===== src/rtl/dmem_bridge_if.sv =====
// Bus side of the data-memory bridge: request/address phase plus data-return phase.
// The bridge is the master; the memory is the slave.
interface dmem_bridge_if #(
    parameter int unsigned WIDTH = 32
);
    logic             data_req;
    logic             data_wr;
    logic [1:0]       data_size;
    logic [WIDTH-1:0] data_addr;
    logic [WIDTH-1:0] data_wdata;
    logic             data_addr_ok;
    logic             data_data_ok;
    logic [WIDTH-1:0] data_rdata;

    modport master (
        output data_req, data_wr, data_size, data_addr, data_wdata,
        input  data_addr_ok, data_data_ok, data_rdata
    );

    modport slave (
        input  data_req, data_wr, data_size, data_addr, data_wdata,
        output data_addr_ok, data_data_ok, data_rdata
    );
endinterface


===== src/rtl/dmem_bridge.sv =====
// MEM-stage to split-transaction memory bus bridge: one outstanding access,
// registered bus fields, one-cycle done/err pulses and a pipeline stall.
module dmem_bridge #(
    parameter int unsigned WIDTH = 32
) (
    input  logic             clk,
    input  logic             resetn,
    input  logic             cpu_en,
    input  logic [3:0]       cpu_wen,
    input  logic [1:0]       cpu_rsize,
    input  logic [WIDTH-1:0] cpu_addr,
    input  logic [WIDTH-1:0] cpu_wdata,
    output logic [WIDTH-1:0] cpu_rdata,
    output logic             cpu_done,
    output logic             cpu_err,
    output logic             cpu_stall,
    dmem_bridge_if.master    bus
);

    typedef enum logic [1:0] {StIdle, StReq, StWait} state_e;

    state_e           state_q;
    logic             req_q;
    logic             wr_q;
    logic [1:0]       size_q;
    logic [WIDTH-1:0] addr_q;
    logic [WIDTH-1:0] wdata_q;
    logic [WIDTH-1:0] rdata_q;
    logic             done_q;
    logic             err_q;

    logic       wen_legal;
    logic [1:0] wen_size;

    // Only contiguous naturally aligned lanes are legal; 4'b0000 is a load.
    always_comb begin
        wen_legal = 1'b1;
        wen_size  = 2'd0;
        case (cpu_wen)
            4'b0000:                            wen_size = 2'd0;
            4'b1111:                            wen_size = 2'd2;
            4'b0011, 4'b1100:                   wen_size = 2'd1;
            4'b0001, 4'b0010, 4'b0100, 4'b1000: wen_size = 2'd0;
            default:                            wen_legal = 1'b0;
        endcase
    end

    always_ff @(posedge clk or negedge resetn) begin
        if (!resetn) begin
            state_q <= StIdle;
            req_q   <= 1'b0;
            wr_q    <= 1'b0;
            size_q  <= 2'd0;
            addr_q  <= '0;
            wdata_q <= '0;
            rdata_q <= '0;
            done_q  <= 1'b0;
            err_q   <= 1'b0;
        end else begin
            done_q <= 1'b0;
            err_q  <= 1'b0;
            case (state_q)
                StIdle: begin
                    // The done cycle is never an accept cycle.
                    if (cpu_en && !done_q) begin
                        if (wen_legal) begin
                            addr_q  <= cpu_addr;
                            wdata_q <= cpu_wdata;
                            wr_q    <= |cpu_wen;
                            size_q  <= (|cpu_wen) ? wen_size : cpu_rsize;
                            req_q   <= 1'b1;
                            state_q <= StReq;
                        end else begin
                            done_q <= 1'b1;
                            err_q  <= 1'b1;
                        end
                    end
                end
                StReq: begin
                    if (bus.data_addr_ok) begin
                        req_q <= 1'b0;
                        if (bus.data_data_ok) begin
                            state_q <= StIdle;
                            done_q  <= 1'b1;
                            if (!wr_q) rdata_q <= bus.data_rdata;
                        end else begin
                            state_q <= StWait;
                        end
                    end
                end
                StWait: begin
                    if (bus.data_data_ok) begin
                        state_q <= StIdle;
                        done_q  <= 1'b1;
                        if (!wr_q) rdata_q <= bus.data_rdata;
                    end
                end
                default: begin
                    state_q <= StIdle;
                    req_q   <= 1'b0;
                end
            endcase
        end
    end

    assign bus.data_req   = req_q;
    assign bus.data_wr    = wr_q;
    assign bus.data_size  = size_q;
    assign bus.data_addr  = addr_q;
    assign bus.data_wdata = wdata_q;

    assign cpu_rdata = rdata_q;
    assign cpu_done  = done_q;
    assign cpu_err   = err_q;
    // Gated by resetn so the pipeline is never held while the bridge is in reset.
    assign cpu_stall = resetn & ((cpu_en & (state_q == StIdle) & ~done_q) |
                                 (state_q != StIdle));

endmodule


===== src/flat_wrapper.sv =====
// flat-port wrapper written by rule: the top's interface ports become plain ports
module dmem_bridge_flat 
#(
    parameter int unsigned WIDTH = 32
)
  (clk, resetn, cpu_en, cpu_wen, cpu_rsize, cpu_addr, cpu_wdata, cpu_rdata, cpu_done, cpu_err, cpu_stall, bus_data_req, bus_data_wr, bus_data_size, bus_data_addr, bus_data_wdata, bus_data_addr_ok, bus_data_data_ok, bus_data_rdata);
  dmem_bridge_if #(.WIDTH(WIDTH)) bus_i ();
  input  logic clk;
  input  logic resetn;
  input  logic cpu_en;
  input  logic [3:0] cpu_wen;
  input  logic [1:0] cpu_rsize;
  input  logic [WIDTH-1:0] cpu_addr;
  input  logic [WIDTH-1:0] cpu_wdata;
  output logic [WIDTH-1:0] cpu_rdata;
  output logic cpu_done;
  output logic cpu_err;
  output logic cpu_stall;
  output wire logic [$bits(bus_i.data_req)-1:0] bus_data_req;
  output wire logic [$bits(bus_i.data_wr)-1:0] bus_data_wr;
  output wire logic [$bits(bus_i.data_size)-1:0] bus_data_size;
  output wire logic [$bits(bus_i.data_addr)-1:0] bus_data_addr;
  output wire logic [$bits(bus_i.data_wdata)-1:0] bus_data_wdata;
  input wire logic [$bits(bus_i.data_addr_ok)-1:0] bus_data_addr_ok;
  input wire logic [$bits(bus_i.data_data_ok)-1:0] bus_data_data_ok;
  input wire logic [$bits(bus_i.data_rdata)-1:0] bus_data_rdata;
  assign bus_data_req = bus_i.data_req;
  assign bus_data_wr = bus_i.data_wr;
  assign bus_data_size = bus_i.data_size;
  assign bus_data_addr = bus_i.data_addr;
  assign bus_data_wdata = bus_i.data_wdata;
  assign bus_i.data_addr_ok = bus_data_addr_ok;
  assign bus_i.data_data_ok = bus_data_data_ok;
  assign bus_i.data_rdata = bus_data_rdata;
  dmem_bridge #(.WIDTH(WIDTH)) u_core (.clk(clk), .resetn(resetn), .cpu_en(cpu_en), .cpu_wen(cpu_wen), .cpu_rsize(cpu_rsize), .cpu_addr(cpu_addr), .cpu_wdata(cpu_wdata), .cpu_rdata(cpu_rdata), .cpu_done(cpu_done), .cpu_err(cpu_err), .cpu_stall(cpu_stall), .bus(bus_i));
endmodule

===== config.mk =====
export PLATFORM = sky130hd
export DESIGN_NAME = dmem_bridge_flat
export DESIGN_NICKNAME = d
export VERILOG_FILES = /design/src/rtl/dmem_bridge_if.sv /design/src/rtl/dmem_bridge.sv /design/src/flat_wrapper.sv
export SDC_FILE = /design/constraint.sdc
export NUM_CORES = 1
export LEC_CHECK = 0
export CAP_MARGIN = 20
export CORE_MARGIN = 2
export CORE_UTILIZATION = 39
export DETAILED_ROUTE_END_ITERATION = 7
export PLACE_DENSITY = 0.82
export RECOVER_POWER = 100
export SETUP_SLACK_MARGIN = 0.3
export SYNTH_ARGS = -nofsm -noshare
export SYNTH_HDL_FRONTEND = slang
export SYNTH_SLANG_ARGS = --single-unit

===== constraint.sdc =====
create_clock -name clk -period 2.5 [get_ports clk]
set_clock_uncertainty 0.2 [all_clocks]
set_input_delay 0.5 -clock clk [delete_from_list [all_inputs] [get_ports clk]]
set_output_delay 0.5 -clock clk [all_outputs]
set_load 0.05 [all_outputs]

==> results of run 1 <==
## cells by family (layout without fill, tap and decap cells)
kind of cell	Yosys count	count (layout)	synth area share, %
flops	104	104	63.57
mux	97	97	27.23
compound gates	14	14	2.445
buf+inv	15	239	2.353
simple gates	20	20	2.873
fa+ha+maj	5	5	1.528
## worst register-to-register path: stages, from the launching register on
cell,delay (ns)
dfrtp_1,0.40
inv_1,0.09
ha_1,0.21
nor2b_1,0.19
nor3_4,0.16
clkbuf_4,0.44
mux2_2,0.41
## power groups by stage
| stage | combinational (mW) | sequential [mW] | clock, mW |
|---|---|---|---|
| floorplan | 1.21 | 5.84 | 0 |
| global placement | 6.24 | 2.93 | 0 |
| detailed placement | 6.31 | 2.99 | 0 |
| CTS | 5.76 | 2.92 | 1.25 |
| global route | 5.89 | 3.02 | 1.33 |
| finish | 5.65 | 2.90 | 1.21 |
## routing by layer
layer | global-route usage [%] | vias to the layer above | share of wire (%)
li1 | - | 1344 | -
met1 | 18.92 | 1442 | 36
met2 | 31.27 | 136 | 52
met3 | 7.419 | 18 | 10
met4 | 6.957 | 0 | 2.2
met5 | 0 | - | 0
## synthesized netlist by cell type (2+ instances only)
master   instances  area, um^2
dfrtp_1        104        2603
a21oi_1          4       20.02
nor2b_1          3       18.77
inv_1            5       18.77
buf_6            2       22.52
ha_1             5       62.56
buf_2            2       10.01
buf_4            6       45.04
nand2_1          5       18.77
nor2_1           2       7.510
mux2_1           2       22.52
mux2_2          89        1002
mux2_4           6       90.09
nor3_1           3       15.01
## cells in the final DEF (no fill, tap or decap), types with 4 or more instances in the layout
master           Yosys  layout
clkdlybuf4s50_1      0     104
dfrtp_1            104     104
dlygate4sd2_1        0     102
mux2_2              89      89
clkbuf_8             0       9
mux2_1               2       7
inv_1                5       5
nand2_1              5       5
ha_1                 5       5
a21oi_1              4       4
buf_4                6       4
## path summary, 6_finish.rpt
kind / from / to / slack (ns) / cells past startpoint
worst max-delay path: u_core.state_q[1] / u_core.cpu_rdata[17] / 0.30 / 6
worst min-delay path: u_core.cpu_rdata[6] / u_core.cpu_rdata[6] / 0.29 / 1
worst max register to register: u_core.state_q[1] / u_core.cpu_rdata[17] / 0.30 / 6
worst min register to register: u_core.cpu_rdata[6] / u_core.cpu_rdata[6] / 0.29 / 1
max in group asynchronous: resetn / u_core.state_q[1] / 0.82 / 2
min in group asynchronous: resetn / u_core.bus.data_addr[15] / 0.43 / 2
## sequential cells by signal, summed over array words and instances, names as in the netlist
| signal | flops |
|---|---|
| u_core.bus.data_addr | 32 |
| u_core.bus.data_wdata | 32 |
| u_core.cpu_rdata | 32 |
| u_core.bus.data_size | 2 |
| u_core.state_q | 2 |
| u_core.bus.data_req | 1 |
| u_core.bus.data_wr | 1 |
| u_core.cpu_done | 1 |
| u_core.cpu_err | 1 |
## cell type report
class                   instances  area, um^2
flip-flops and latches        104        2603
fillers                       835        3799
inverters                       5       18.77
well taps                     136       170.2
multi-input cells             136        1394
clock buffers                   9       123.9
clock inverters                 6       108.9
repair buffers                219        2061
## what timing repair did
action	in CTS	in global routing
buffers inserted	0	1
resized for setup	103	1
setup endpoints to repair	103	2
hold buffers	0	0
==> reports/results.ini, run 1 <==
[run_status]
status = finished clean

[layout]
drive_gt1_share_pct = 25.26
syn2layout_area_growth_pct = 58.25
final_area_mm2 = 0.006479
fin_nets = 587
diodes = 0
fin_util_pct = 63.04
layoutNonFillerInstCount = 615

[setup_path]
path_cells = inv_1 -> ha_1 -> nor2b_1 -> nor3_4 -> clkbuf_4 -> mux2_2
crit_type = reg -> reg
crit_fanout = 32
crit_arrival_ns = 2.25
crit_required_ns = 2.55
path_buf_inv = 2
critPathCaptureType = flop
critPathSlowestCell = clkbuf_4
max_stage_delay_ns = 0.43
crit_family = buffers and inverters
critPathLaunchType = flop

[cts]
clock_latency_ns = 0.36
htreeDepth = 3
path_clk_slew_ns = 0.09
clock_sinks = 104
clock_path_buffers = 2
cts-root-buf = clkbuf_8
cts_tree = done
numCtsBuffers = 9

[drt]
viasPerCell = 4.780
postRouteAntennaNets = 0
wl_um = 9850
drc_errors = 0
dr.pass1.iters = 4
num_vias = 2940
routedWlPerCell_um = 16.02
drt_iter0_drc = 106

[place]
place_inst = 599
hpwl_um = 7431
io_buffers = 209
dp_slack_ns = 0.04430
gp_congestion = 0.7566
place_area_mm2 = 0.006421

[logic_synthesis]
yosysSeqAreaShare_pct = 63.57
synth_nets = 367
synth_edf_count = 0
synthFlopType = dfrtp_1
synth_cell_types = 31
synthArstFlopShare_pct = 100.0
netlist_instances = 255
synth_area_mm2 = 0.004094
yosys_warnings = 0
ys_seq_elements = 104
avgSynthCellArea_um2 = 16.05

[floorplanning]
die_x_um = 106.5
coreArea_mm2 = 0.01028
die_h_um = 106.5
ios = 210
start_util_pct = 39.83
core.rowCount = 37
die_area_mm2 = 0.01133

[run]
max_cap_violations = 0

[power_and_ir_drop]
p_comb_share_pct = 57.9
p_sw_share_pct = 49.40
p_clk_share_pct = 12.4
power_frac_seq_pct = 29.7
vdd_drop_max_v = 0.0007498
p_leak_nw = 3.021
p_int_mw = 4.939
power.total_mw = 9.759
power_density_mw_per_mm2 = 1506
p_switching_mw = 4.821

[timing]
finalMaxSlewViolations = 0
fmax_ghz = 0.4546
min_period_ns = 2.200
slew_headroom_pct = 7.611
rsz0062_at_grt = yes
setup_slack_ns = 0.3005
hold-worst-slack_ns = 0.2881
tightest_slew_ns = 1.386
finalHoldViolCount = 0
finalCritPeriodShare_pct = 87.98
tns_ns = 0
finalSetupViolCount = 0

[global_routing]
grt_pass1_vias = 3228
antenna_found_initial = 0
grt.total_usage_pct = 17.78
gr-total-overflow = 0
grt_first_pass_wirelength_um = 15660
grt_max_degree = 105

[min_path]
hold_class = reg -> reg

Power figures use the tool's default switching activity.
==> run 2, diff against run 1 <==
Settings changed: SETUP_SLACK_MARGIN 0.3 to 0.02.
==> reports/results.ini, run 2 (synthesized netlist as in run 1, its figures left out) <==
[run_status]
status = finished, violations left
violations = max-capacitance violations, max-slew violations

[timing]
finalMaxSlewViolations = 62
finalHoldViolCount = 0
slew_headroom_pct = -0.2124
tns_ns = 0
finalCritPeriodShare_pct = 93.00
hold-worst-slack_ns = 0.3038
fmax_ghz = 0.4301
tightest_slew_ns = 1.503
finalSetupViolCount = 0
rsz0062_at_grt = no
min_period_ns = 2.325

[global_routing]
grt_first_pass_wirelength_um = 15680
grt_max_degree = 63
antenna_found_initial = 0
grt.total_usage_pct = 17.53
grt_pass1_vias = 3232
gr-total-overflow = 0

[setup_path]
reg2regPathDepth = 6
critPathCaptureType = primary output
crit_required_ns = 1.80
crit_family = buffers and inverters
crit_arrival_ns = 1.62
critPathLaunchType = flop
critPathSlowestCell = dlygate4sd3_1
crit_fanout = 2
path_buf_inv = 1
path_cells = dlygate4sd3_1
crit_type = reg -> out
path_depth = 1
max_stage_delay_ns = 0.90

[cts]
clock_path_buffers = 2
clock_latency_ns = 0.34
htreeDepth = 3
numCtsBuffers = 9
path_clk_slew_ns = 0.11
post_cts_buffers = 0
postCtsHoldBufs = 0
cts_tree = done
cts_resized = 0
clock_sinks = 104
cts-root-buf = clkbuf_8

[floorplanning]
die_x_um = 106.5
core.rowCount = 37
die_area_mm2 = 0.01133
start_util_pct = 39.83
coreArea_mm2 = 0.01028
die_h_um = 106.5
ios = 210

[drt]
dr.pass1.iters = 4
drc_errors = 0
num_vias = 2917
wl_um = 9762
drt_iter0_drc = 90
postRouteAntennaNets = 0
routedWlPerCell_um = 15.82
viasPerCell = 4.728

[run]
max_cap_violations = 1

[layout]
final_common_cell = clkdlybuf4s50_1
drive_gt1_share_pct = 25.78
diodes = 0
layout_common_cells = 105 x clkdlybuf4s50_1, 104 x dfrtp_1, 102 x dlygate4sd3_1
nFillCells = 831
fin_nets = 588
layoutNonFillerInstCount = 617
multi_input_area_mm2 = 0.001398
regArea_mm2 = 0.002603
syn2layout_area_growth_pct = 60.18

[power_and_ir_drop]
power.total_mw = 9.865
power_density_mw_per_mm2 = 1504
p_leak_nw = 2.897
vdd_drop_max_v = 0.0008094

[place]
gp_congestion = 0.7290
hpwl_um = 7608
io_buffers = 209
place_inst = 601

[min_path]
hold_class = reg -> reg
whs_path_depth = 1

## run 2: changes by cell type in the layout (fill, tap and decap cells not counted), sizes merged
cell           previous run  this run
bufinv                    3         1
inv                       5         8
clkbuf                   14        16
clkdlybuf4s50           104       105
buf                       7         6
dlygate4sd2             102         0
dlygate4sd3               1       102
## run 2: power breakdown
| part | internal (mW) | leakage (nW) | switching [mW] |
|---|---|---|---|
| clock network | 0.476 | 0.106 | 0.570 |
| logic | 2.04 | 1.53 | 3.87 |
| registers | 2.51 | 1.26 | 0.393 |
| total | 5.03 | 2.90 | 4.83 |
## run 2: worst paths after layout
path	slack [ns]	startpoint	endpoint
min reg2reg	0.30	u_core.cpu_rdata[5]	u_core.cpu_rdata[5]
min in group asynchronous	0.39	resetn	u_core.cpu_rdata[15]
min	0.30	u_core.cpu_rdata[5]	u_core.cpu_rdata[5]
max in group asynchronous	0.61	resetn	u_core.bus.data_wdata[26]
max reg2reg	0.25	u_core.state_q[1]	u_core.cpu_rdata[23]
max	0.18	u_core.bus.data_addr[2]	bus_data_addr[2]
## run 2: routing by layer
metal  vias to the layer above  global-route usage [%]  wire length, um
met5                         -                       0                0
met4                         0                   6.030              203
met3                        14                   6.499              982
met2                       136                   30.40             4993
met1                      1422                   19.93             3582
li1                       1345                       -                -
## run 2: layout make-up
type                            count  share of cell area (%)
Tap cell                          136                   2.595
Sequential cell                   104                   39.69
Timing Repair Buffer              220                   33.05
Inverter                            5                  0.2862
Clock inverter                      7                   1.183
Clock buffer                        9                   1.889
Multi-Input combinational cell    136                   21.31
## run 2: stage by stage
stage | instance area, um^2 | util (%) | setup WS, ns
floorplan | 4094 | - | 0.2213
global placement | 6407 | 62.34 | 0.07517
detailed placement | 6407 | 62.34 | 0.01297
CTS | 6609 | 64.30 | 0.1472
global route | 6558 | 63.81 | 0.1142
finish | 6558 | 63.81 | 0.1751
==> run 3, diff against run 2 <==
Settings changed: CORE_ASPECT_RATIO set to 1.4.
==> reports/results.ini, run 3 (synthesized netlist as in run 1, its figures left out) <==
[global_routing]
gr-max-usage-layer = met2
grt_pass1_vias = 3201
gr-total-overflow = 0
grt_max_degree = 58
grt.total_usage_pct = 17.81
met2_usage_pct = 30.55
grt_first_pass_wirelength_um = 15980
antenna_found_initial = 0
grt.met1_usage_pct = 19.92
use_met3_pct = 5.060

[drt]
routedWlPerCell_um = 15.97
drt_iter0_drc = 54
viasPerCell = 4.718
dr.pass1.iters = 3
num_vias = 2906
postRouteAntennaNets = 0
drc_errors = 0
wl_um = 9838

[timing]
setup_slack_ns = 0.1304
fmax_ghz = 0.4220
tightest_slew_ns = 1.292
rsz0062_at_grt = no
slew_headroom_pct = 13.90
finalHoldViolCount = 0
finalSetupViolCount = 0
finalMaxSlewViolations = 0
min_period_ns = 2.370
finalCritPeriodShare_pct = 94.78

[place]
place_area_mm2 = 0.006395
hpwl_um = 7568
gp_congestion = 0.8202
place_inst = 601
dp_slack_ns = -0.01016
io_buffers = 209

[floorplanning]
core.rowCount = 44
die_x_um = 90.59
die_h_um = 125.2
start_util_pct = 39.77
coreArea_mm2 = 0.01029
die_area_mm2 = 0.01134
ios = 210

[cts]
post_cts_buffers = 0
postCtsHoldBufs = 0
cts_resized = 0
cts-root-buf = clkbuf_16
clock_latency_ns = 0.34
numCtsBuffers = 9
clock_path_buffers = 2
cts_tree = done
clock_sinks = 104
htreeDepth = 3
path_clk_slew_ns = 0.07

[layout]
syn2layout_area_growth_pct = 62.10
diodes = 0
drive_gt1_share_pct = 24.90
fin_nets = 586
layoutNonFillerInstCount = 616
layout_common_cells = 104 x clkdlybuf4s50_1, 104 x dfrtp_1, 103 x dlygate4sd3_1
final_area_mm2 = 0.006636

[setup_path]
path_buf_inv = 1
critPathSlowestCell = dlygate4sd3_1
max_stage_delay_ns = 0.90
reg2regPathDepth = 6
crit_type = reg -> out
rr_startpoint = u_core.state_q[0]
crit_family = buffers and inverters
critPathCaptureType = primary output
crit_arrival_ns = 1.67
timing.rr.end = u_core.bus.data_addr[9]
r2r_slack_ns = 0.28
path_depth = 1
cp-startpoint = u_core.bus.data_wr
path_cells = dlygate4sd3_1
crit_fanout = 3
critPathLaunchType = flop
cp-endpoint = bus_data_wr
crit_required_ns = 1.80

[run]
max_cap_violations = 0

[run_status]
status = finished clean

[power_and_ir_drop]
vdd_drop_max_v = 0.0009760
p_leak_nw = 2.912
power_density_mw_per_mm2 = 1532

[min_path]
hold_class = reg -> reg

==> run 3: cell count changes in the layout (fill, tap and decap cells not counted), sizes merged <==
| cell | change |
|---|---|
| dlygate4sd3 | +1 |
| clkinv | -1 |
| buf | -1 |
| inv | -3 |
| clkdlybuf4s50 | -1 |
| clkinvlp | +2 |
==> run 3: through the flow <==
step	util (%)	hold slack, ns	power, mW	setup TNS, ns
3_3_place_gp	62.12	0.2660	9.137	0
6_report	64.46	0.2794	10.17	0
3_5_place_dp	62.12	0.2751	9.268	-0.02637
2_1_floorplan	-	0.004409	7.043	0
4_1_cts	64.91	0.1071	10.68	0
5_1_grt	64.46	0.3015	10.62	0
==> run 3: worst min path at each step <==
stage                                  startpoint                  endpoint  depth (start not counted)
after floorplan                            resetn   u_core.bus.data_addr[0]                          0
after global placement    u_core.bus.data_size[1]   u_core.bus.data_size[1]                          2
after detailed placement      u_core.cpu_rdata[6]       u_core.cpu_rdata[6]                          1
after CTS                                  resetn  u_core.bus.data_addr[18]                          2
after global routing          u_core.cpu_rdata[5]       u_core.cpu_rdata[5]                          1
final                         u_core.cpu_rdata[6]       u_core.cpu_rdata[6]                          1
==> run 3: metal layers <==
layer,up-vias,routed length [um]
met4,0,309
li1,1344,-
met3,21,730
met5,-,0
met1,1402,3614
met2,139,5182
==> run 3: area by class of cell <==
| type | count | area (um^2) |
|---|---|---|
| flip-flops and latches | 104 | 2603 |
| repair buffers | 218 | 2165 |
| clock inverters | 5 | 58.81 |
| inverters | 5 | 18.77 |
| fillers | 802 | 3659 |
| clock buffers | 10 | 229.0 |
| well taps | 138 | 172.7 |
| multi-input cells | 136 | 1390 |
==> run 3: where the power goes <==
| group | internal, mW | leakage, nW | switching, mW |
|---|---|---|---|
| clock network | 0.771 | 0.135 | 0.596 |
| logic | 2.02 | 1.51 | 3.88 |
| registers | 2.52 | 1.26 | 0.383 |
| total | 5.32 | 2.91 | 4.85 |
